## config.mk

```make
export PLATFORM = sky130hd
export DESIGN_NAME = tank_game_sequencer
export DESIGN_NICKNAME = d
export VERILOG_FILES = /design/src/rtl/tank_game_sequencer.sv
export SDC_FILE = /design/constraint.sdc
export NUM_CORES = 1
export LEC_CHECK = 0
export CORE_MARGIN = 2
export CORE_UTILIZATION = 48
export DETAILED_ROUTE_END_ITERATION = 7
export PLACE_DENSITY_LB_ADDON = 0.12
export SLEW_MARGIN = 20
export SYNTH_ARGS = -nofsm -noshare
export SYNTH_HDL_FRONTEND = slang
export SYNTH_SLANG_ARGS = --single-unit
export TNS_END_PERCENT = 5
```

## constraint.sdc

```tcl
create_clock -name clk -period 2.8 [get_ports clk]
set_clock_uncertainty 0.05 [all_clocks]
set_input_delay 0.42 -clock clk [delete_from_list [all_inputs] [get_ports clk]]
set_output_delay 0.42 -clock clk [all_outputs]
set_load 0.01 [all_outputs]
```

## src/rtl/tank_game_sequencer.sv

```systemverilog
// tank_game_sequencer
//   Runs once per frame. Each frame visits four slots in a fixed order: the
//   first player's tank, the first player's projectile, the other player's
//   tank, then the other player's projectile. The first player alternates
//   every frame. For each slot that has work, the sequencer drives a storage
//   access mode and a direction code for four cycles and pulses load_out in
//   the third of those cycles.
//
// Ports
//   clk, reset                  clock and synchronous active-high reset
//   tick                        one-cycle frame-start pulse
//   p1_move_valid/_dir/_fire    player 1 requests (dir: 00 up, 01 down, 10 left, 11 right)
//   p2_move_valid/_dir/_fire    player 2 requests
//   mode, data, load_out        registered storage access controls
//   busy                        high whenever the sequencer is not idle
//   frame_done                  one-cycle pulse at the end of a frame
//   overrun                     sticky; a tick arrived while busy
//   p1_proj_active/p2_...       projectile in flight, per player
module tank_game_sequencer #(
  parameter int         PROJ_RANGE = 15,
  parameter logic [3:0] IDLE_MODE  = 4'b1110
) (
  input  logic       clk,
  input  logic       reset,
  input  logic       tick,
  input  logic       p1_move_valid,
  input  logic [1:0] p1_move_dir,
  input  logic       p1_fire,
  input  logic       p2_move_valid,
  input  logic [1:0] p2_move_dir,
  input  logic       p2_fire,
  output logic [3:0] mode,
  output logic [7:0] data,
  output logic       load_out,
  output logic       busy,
  output logic       frame_done,
  output logic       overrun,
  output logic       p1_proj_active,
  output logic       p2_proj_active
);

  localparam logic [7:0] RANGE_U8 = 8'(PROJ_RANGE);

  typedef enum logic [2:0] {
    S_IDLE, S_SELECT, S_SETUP, S_COMPUTE, S_LOAD, S_COMMIT, S_DONE
  } state_t;

  function automatic logic [7:0] dir_code(input logic [1:0] d);
    case (d)
      2'b00:   dir_code = 8'h00;
      2'b01:   dir_code = 8'h01;
      2'b10:   dir_code = 8'h03;
      default: dir_code = 8'h07;
    endcase
  endfunction

  state_t     state_reg, state_next;
  logic [1:0] idx_reg, idx_next;
  logic       first_reg, first_next;        // 0: P1 goes first this frame
  logic [1:0] slot_dir_reg, slot_dir_next;  // move dir captured for last_dir
  logic       slot_launch_reg, slot_launch_next;
  logic [3:0] mode_reg, mode_next;
  logic [7:0] data_reg, data_next;
  logic       load_reg, load_next;
  logic       done_reg, done_next;
  logic       busy_reg, busy_next;
  logic       overrun_reg, overrun_next;

  // Per-player request inputs and state, indexed 0 = P1, 1 = P2.
  logic [1:0]      move_valid_vec, fire_vec;
  logic [1:0][1:0] move_dir_vec;
  logic [1:0]      pending_move_vec, pending_fire_vec, proj_active_vec;
  logic [1:0][1:0] pending_dir_vec, last_dir_vec, proj_dir_vec;

  // Per-player control strobes from the sequencer.
  logic [1:0] launch, discard_fire, consume_move, consume_fire, step_proj;

  assign move_valid_vec = {p2_move_valid, p1_move_valid};
  assign fire_vec       = {p2_fire, p1_fire};
  assign move_dir_vec   = {p2_move_dir, p1_move_dir};

  // Slot decode: index bit 1 selects first/other player, bit 0 tank/proj.
  logic       cur_player, cur_proj, slot_needed;
  logic [3:0] slot_mode;
  logic [7:0] slot_code;

  always_comb begin
    cur_player  = idx_reg[1] ^ first_reg;
    cur_proj    = idx_reg[0];
    slot_mode   = {1'b0, cur_player, cur_proj, 1'b1};
    if (cur_proj) begin
      slot_needed = proj_active_vec[cur_player] | pending_fire_vec[cur_player];
      slot_code   = proj_active_vec[cur_player] ? dir_code(proj_dir_vec[cur_player])
                                                : dir_code(last_dir_vec[cur_player]);
    end else begin
      slot_needed = pending_move_vec[cur_player];
      slot_code   = dir_code(pending_dir_vec[cur_player]);
    end
  end

  always_comb begin
    state_next       = state_reg;
    idx_next         = idx_reg;
    first_next       = first_reg;
    slot_dir_next    = slot_dir_reg;
    slot_launch_next = slot_launch_reg;
    launch           = '0;
    discard_fire     = '0;
    consume_move     = '0;
    consume_fire     = '0;
    step_proj        = '0;
    overrun_next     = overrun_reg | (tick && (state_reg != S_IDLE));

    case (state_reg)
      S_IDLE: begin
        if (tick) begin
          state_next = S_SELECT;
          idx_next   = 2'd0;
        end
      end
      S_SELECT: begin
        if (slot_needed) begin
          state_next       = S_SETUP;
          slot_dir_next    = pending_dir_vec[cur_player];
          slot_launch_next = cur_proj && !proj_active_vec[cur_player];
          if (cur_proj) begin
            if (proj_active_vec[cur_player])
              discard_fire[cur_player] = pending_fire_vec[cur_player];
            else
              launch[cur_player] = 1'b1;
          end
        end else if (idx_reg == 2'd3) begin
          state_next = S_DONE;
        end else begin
          idx_next = idx_reg + 2'd1;
        end
      end
      S_SETUP:   state_next = S_COMPUTE;
      S_COMPUTE: state_next = S_LOAD;
      S_LOAD:    state_next = S_COMMIT;
      S_COMMIT: begin
        if (cur_proj) begin
          step_proj[cur_player] = 1'b1;
          // Only a launching slot consumes the fire request; a fire seen
          // while in flight was already discarded at selection time.
          consume_fire[cur_player] = slot_launch_reg;
        end else begin
          consume_move[cur_player] = 1'b1;
        end
        if (idx_reg == 2'd3) begin
          state_next = S_DONE;
        end else begin
          state_next = S_SELECT;
          idx_next   = idx_reg + 2'd1;
        end
      end
      S_DONE: begin
        first_next = ~first_reg;
        state_next = S_IDLE;
      end
      default: state_next = S_IDLE;
    endcase

    // Outputs are computed from the next state and registered, so they
    // line up with the state they describe and never see inputs directly.
    mode_next = IDLE_MODE;
    data_next = 8'h00;
    if (state_reg == S_SELECT && state_next == S_SETUP) begin
      mode_next = slot_mode;
      data_next = slot_code;
    end else if (state_next == S_SETUP || state_next == S_COMPUTE ||
                 state_next == S_LOAD  || state_next == S_COMMIT) begin
      mode_next = mode_reg;
      data_next = data_reg;
    end
    load_next = (state_next == S_LOAD);
    done_next = (state_next == S_DONE);
    busy_next = (state_next != S_IDLE);
  end

  always_ff @(posedge clk) begin
    if (reset) begin
      state_reg       <= S_IDLE;
      idx_reg         <= 2'd0;
      first_reg       <= 1'b0;
      slot_dir_reg    <= 2'b00;
      slot_launch_reg <= 1'b0;
      mode_reg        <= IDLE_MODE;
      data_reg        <= 8'h00;
      load_reg        <= 1'b0;
      done_reg        <= 1'b0;
      busy_reg        <= 1'b0;
      overrun_reg     <= 1'b0;
    end else begin
      state_reg       <= state_next;
      idx_reg         <= idx_next;
      first_reg       <= first_next;
      slot_dir_reg    <= slot_dir_next;
      slot_launch_reg <= slot_launch_next;
      mode_reg        <= mode_next;
      data_reg        <= data_next;
      load_reg        <= load_next;
      done_reg        <= done_next;
      busy_reg        <= busy_next;
      overrun_reg     <= overrun_next;
    end
  end

  genvar gi;
  generate
    for (gi = 0; gi < 2; gi++) begin : g_player
      logic       pending_move_reg, pending_fire_reg, proj_active_reg;
      logic [1:0] pending_dir_reg, last_dir_reg, proj_dir_reg;
      logic [7:0] step_reg;

      always_ff @(posedge clk) begin
        if (reset) begin
          pending_move_reg <= 1'b0;
          pending_fire_reg <= 1'b0;
          proj_active_reg  <= 1'b0;
          pending_dir_reg  <= 2'b00;
          last_dir_reg     <= (gi == 0) ? 2'b01 : 2'b00;
          proj_dir_reg     <= 2'b00;
          step_reg         <= 8'd0;
        end else begin
          // New requests take precedence over a same-cycle clear.
          if (move_valid_vec[gi]) begin
            pending_move_reg <= 1'b1;
            pending_dir_reg  <= move_dir_vec[gi];
          end else if (consume_move[gi]) begin
            pending_move_reg <= 1'b0;
          end
          if (consume_move[gi])
            last_dir_reg <= slot_dir_reg;

          if (fire_vec[gi])
            pending_fire_reg <= 1'b1;
          else if (consume_fire[gi] || discard_fire[gi])
            pending_fire_reg <= 1'b0;

          if (launch[gi]) begin
            proj_active_reg <= 1'b1;
            proj_dir_reg    <= last_dir_reg;
            step_reg        <= 8'd0;
          end else if (step_proj[gi]) begin
            step_reg <= step_reg + 8'd1;
            if (step_reg + 8'd1 == RANGE_U8)
              proj_active_reg <= 1'b0;
          end
        end
      end

      assign pending_move_vec[gi] = pending_move_reg;
      assign pending_fire_vec[gi] = pending_fire_reg;
      assign proj_active_vec[gi]  = proj_active_reg;
      assign pending_dir_vec[gi]  = pending_dir_reg;
      assign last_dir_vec[gi]     = last_dir_reg;
      assign proj_dir_vec[gi]     = proj_dir_reg;
    end
  endgenerate

  assign mode           = mode_reg;
  assign data           = data_reg;
  assign load_out       = load_reg;
  assign busy           = busy_reg;
  assign frame_done     = done_reg;
  assign overrun        = overrun_reg;
  assign p1_proj_active = proj_active_vec[0];
  assign p2_proj_active = proj_active_vec[1];

endmodule
```

==> results.md <==
* Status: complete, no violations
* Number of sinks on the clock net at 54
* Detailed Route Iter0 Violations at 118
* Number of hold violations in the final report at 0
* Cells along the critical path: xnor2_2, mux2i_4, o211ai_2, o32a_1, nor2_1
* Die area at 6109 sq um
* Buffer levels on the longest clock path at 2
* Post-synth ARST share at 0%
* Setup slack of the most critical reg-to-reg path at 0.57 ns
* Clock buffers created by TritonCTS at 5
* CP Class: reg -> reg
* Slew margin rel. at 44.50%
* Later-pin clock latency in the skew report at 0.30 ns
* Num rows at 27
* Starting Density at 48.84%
* Number of max-cap violations at 0
* Count of nets after finishing at 343
* Post-Synth Adder-Cell Area at 2.370%
* Crit path time final at 2.231 ns
* DIE WIDTH at 78.16 um
* Synthesized area divided by synthesized cell count at 8.572 sq um
* # Post-CTS Setup Buffers at 0
* Transition time of the tightest slew-check pin at 0.8285 ns
* Fmax at 448.2 MHz
* IR drop worst, VDD at 0.0002922 V
* Initial antenna violation count at 0
* Antenna fix cells at 0
* Yosys warning total at 0
* Vias in the first global route at 2139
* Data required, critical path at 2.99 ns
* Basic-gate share of the synthesized area counting and, or, nand and nor cells at 24.36%
* Post-synthesis compound-gate area fraction at 14.22%
* Critical Path End Type: flop
* Height of the die at 78.16 um
* Number of enable flip-flop cells after synthesis at 0
* Unrepaired setup endpoints after global routing: no
* Register bit count reported by yosys at 54
* Leakage component of the power at 1.064 nW
* Register clock-pin slew on the reported worst setup and hold paths at 0.09 ns
* Mean routed wirelength per cell at 13.81 um
* Max FFs per register at 16
* Fin crit share at 79.68%
* Detailed-route via count at 2129
* Sum of routed wire length over all layers at 5512 um
* Critical path arrival at 2.42 ns
* Port buffer count at 23
* Number of H-tree levels at 2
* Slowest stage cell on the critical path: xnor2_2
* Slew Limit Fails at 0
* Final weighted congestion in routability-driven placement at 0.8193
* Sum of negative setup slack at 0 ns
* Iteration count of the initial detailed-routing pass at 4
* All-layer global routing usage at 20.24%
* Count of instances resized after the clock tree is built at 0
* Highest net fanout along the worst path at 14
* Count of distinct cell types in the synthesized netlist at 53
* Routed vias/inst at 5.336
* Max stage delay on crit path at 0.69 ns
* Final core utilization at 56.02%
* Clock Tree Root: clkbuf_8
* Total DRC errors in the routed layout at 0
* Total gr overflow at 0
* Largest net degree at the start of global routing at 26
* Worst slack after detailed placement at 0.6067 ns
* Fraction of synthesized cell area in xor and xnor cells at 7.536%
* Power per cell area at 506.4 nW/um^2
* Global-route wire length before repair at 9908 um
* Combined area of all synthesized cells at 2640 sq um
* Post-Syn Instances at 308
* Primary flip-flop cell chosen by synthesis mapping: dfxtp_1
* Core area at 5405 sq um
* Number of placed cells counting well taps at 392
* CTS tree: built
* Area added between synthesis and finish at 14.69%
* Share of cells above drive strength 1 at 7.645%
* Type of the worst min-delay path: reg -> reg
* Post-Layout Cell Count at 399
* Quantity of hold-fixing buffers added after cts at 0
* Mux cell area share after synthesis at 5.450%
* Endpoints failing setup at 0
* Proportion of synthesized chip area in sequential cells at 40.95%
* Final worst slack at 0.5689 ns
* I/O pin total at 29
* Placed wire-length estimate at 4027 um
* Dominant combinational cell family by area after synthesis: simple AND/OR/NAND/NOR gates
* Kind of launch point of the worst setup path: flop
* Antenna viol nets, final at 0
-- kinds of logic after synthesis --
logic type | Yosys count
fa+ha+maj | 5
other cells | 1
buf+inv | 28
mux | 13
xor+xnor | 21
compound gates | 56
flops | 54
simple gates | 130
-- cell usage after synthesis (2+ instances only) --
library cell	number	area, sq um
a211oi_1	4	30.03
a21oi_1	18	90.09
a22oi_1	2	15.01
a31oi_1	3	18.77
and3_1	2	12.51
and4_1	2	17.52
buf_2	6	30.03
buf_4	5	37.54
clkbuf_1	10	37.54
dfxtp_1	54	1081
ha_1	5	62.56
inv_1	7	26.28
mux2i_1	11	110.1
nand2_1	29	108.9
nand2b_1	9	56.30
nand3_1	14	70.07
nand4_1	5	31.28
nand4b_1	2	17.52
nor2_1	43	161.4
nor2_2	2	12.51
nor2b_1	2	12.51
nor3_1	7	35.03
nor3b_1	3	22.52
nor4_1	2	12.51
nor4b_1	2	17.52
o2111ai_1	3	26.28
o21a_1	3	22.52
o21ai_0	8	40.04
o21ai_1	2	10.01
o22ai_1	2	12.51
o32ai_1	2	17.52
xnor2_1	8	70.07
xor2_1	11	96.34
-- placed cells by master, fill, tap and decap left out, drive strengths merged, types with 2 or more instances in the layout --
| master | count |
|---|---|
| nor2b | 2 |
| a211oi | 4 |
| clkdlybuf4s50 | 23 |
| o22ai | 2 |
| nor4 | 3 |
| nor2 | 45 |
| nor4b | 2 |
| inv | 7 |
| and4 | 2 |
| o21a | 3 |
| nor3b | 3 |
| dfxtp | 54 |
| nand4 | 5 |
| nand2b | 9 |
| nand4b | 2 |
| a31oi | 3 |
| xor2 | 12 |
| conb | 5 |
| clkbuf | 6 |
| a21oi | 18 |
| nor3 | 8 |
| o21ai | 10 |
| o2111ai | 3 |
| buf | 6 |
| nand2 | 29 |
| mux2i | 12 |
| ha | 5 |
| xnor2 | 9 |
| a22oi | 2 |
| nand3 | 14 |
| and3 | 2 |
| o32ai | 2 |
-- cell type report --
class / instances / area, sq um
tap: 72 / 90.09
multi-input combinational: 230 / 1443
sequential: 54 / 1081
inverter: 7 / 26.28
timing repair buffer: 29 / 275.3
clock buffer: 6 / 82.58
clock inverter: 1 / 30.03
fill: 503 / 2377
-- final timing paths --
path         endpoint  cells after the start       from
min reg2reg   data[0]                      2    data[0]
min           data[0]                      2    data[0]
max           data[1]                      5  first_reg
max reg2reg   data[1]                      5  first_reg
-- per-stage QoR --
step	instance area, sq um	total power [mW]	hold WS (ns)
final	3028	1.533	0.4151
after CTS	3028	1.552	0.4207
after global placement	2915	1.021	0.3984
after detailed placement	2915	1.022	0.4073
after floorplan	2655	0.9591	0.3998
after global routing	3028	1.610	0.4665
-- routing by layer --
layer  wire, um  global-route usage [%]  part of all wire [%]  up-vias
met5          0                       0                     0        -
met3        166                   3.908                   3.0        6
li1           -                       -                     -     1105
met4         73                   8.421                   1.3        0
met1       2635                   25.71                    48      984
met2       2637                   33.71                    48       34
-- worst max-delay path, delay by kind of cell, from the launching register on --
| kind | cells | cell delay [ns] |
|---|---|---|
| mux | 1 | 0.40 |
| xor+xnor | 1 | 0.69 |
| simple gates | 1 | 0.07 |
| compound gates | 2 | 0.56 |
| flops | 1 | 0.39 |
-- power breakdown --
group / internal, mW / leakage (nW) / switching (mW) / total [mW]
clock: 0.286 / 0.0573 / 0.241 / 0.527
sequential: 0.792 / 0.439 / 0.0308 / 0.823
combinational: 0.0837 / 0.568 / 0.100 / 0.184
total: 1.16 / 1.06 / 0.371 / 1.53
Power figures use the tool's default switching activity.
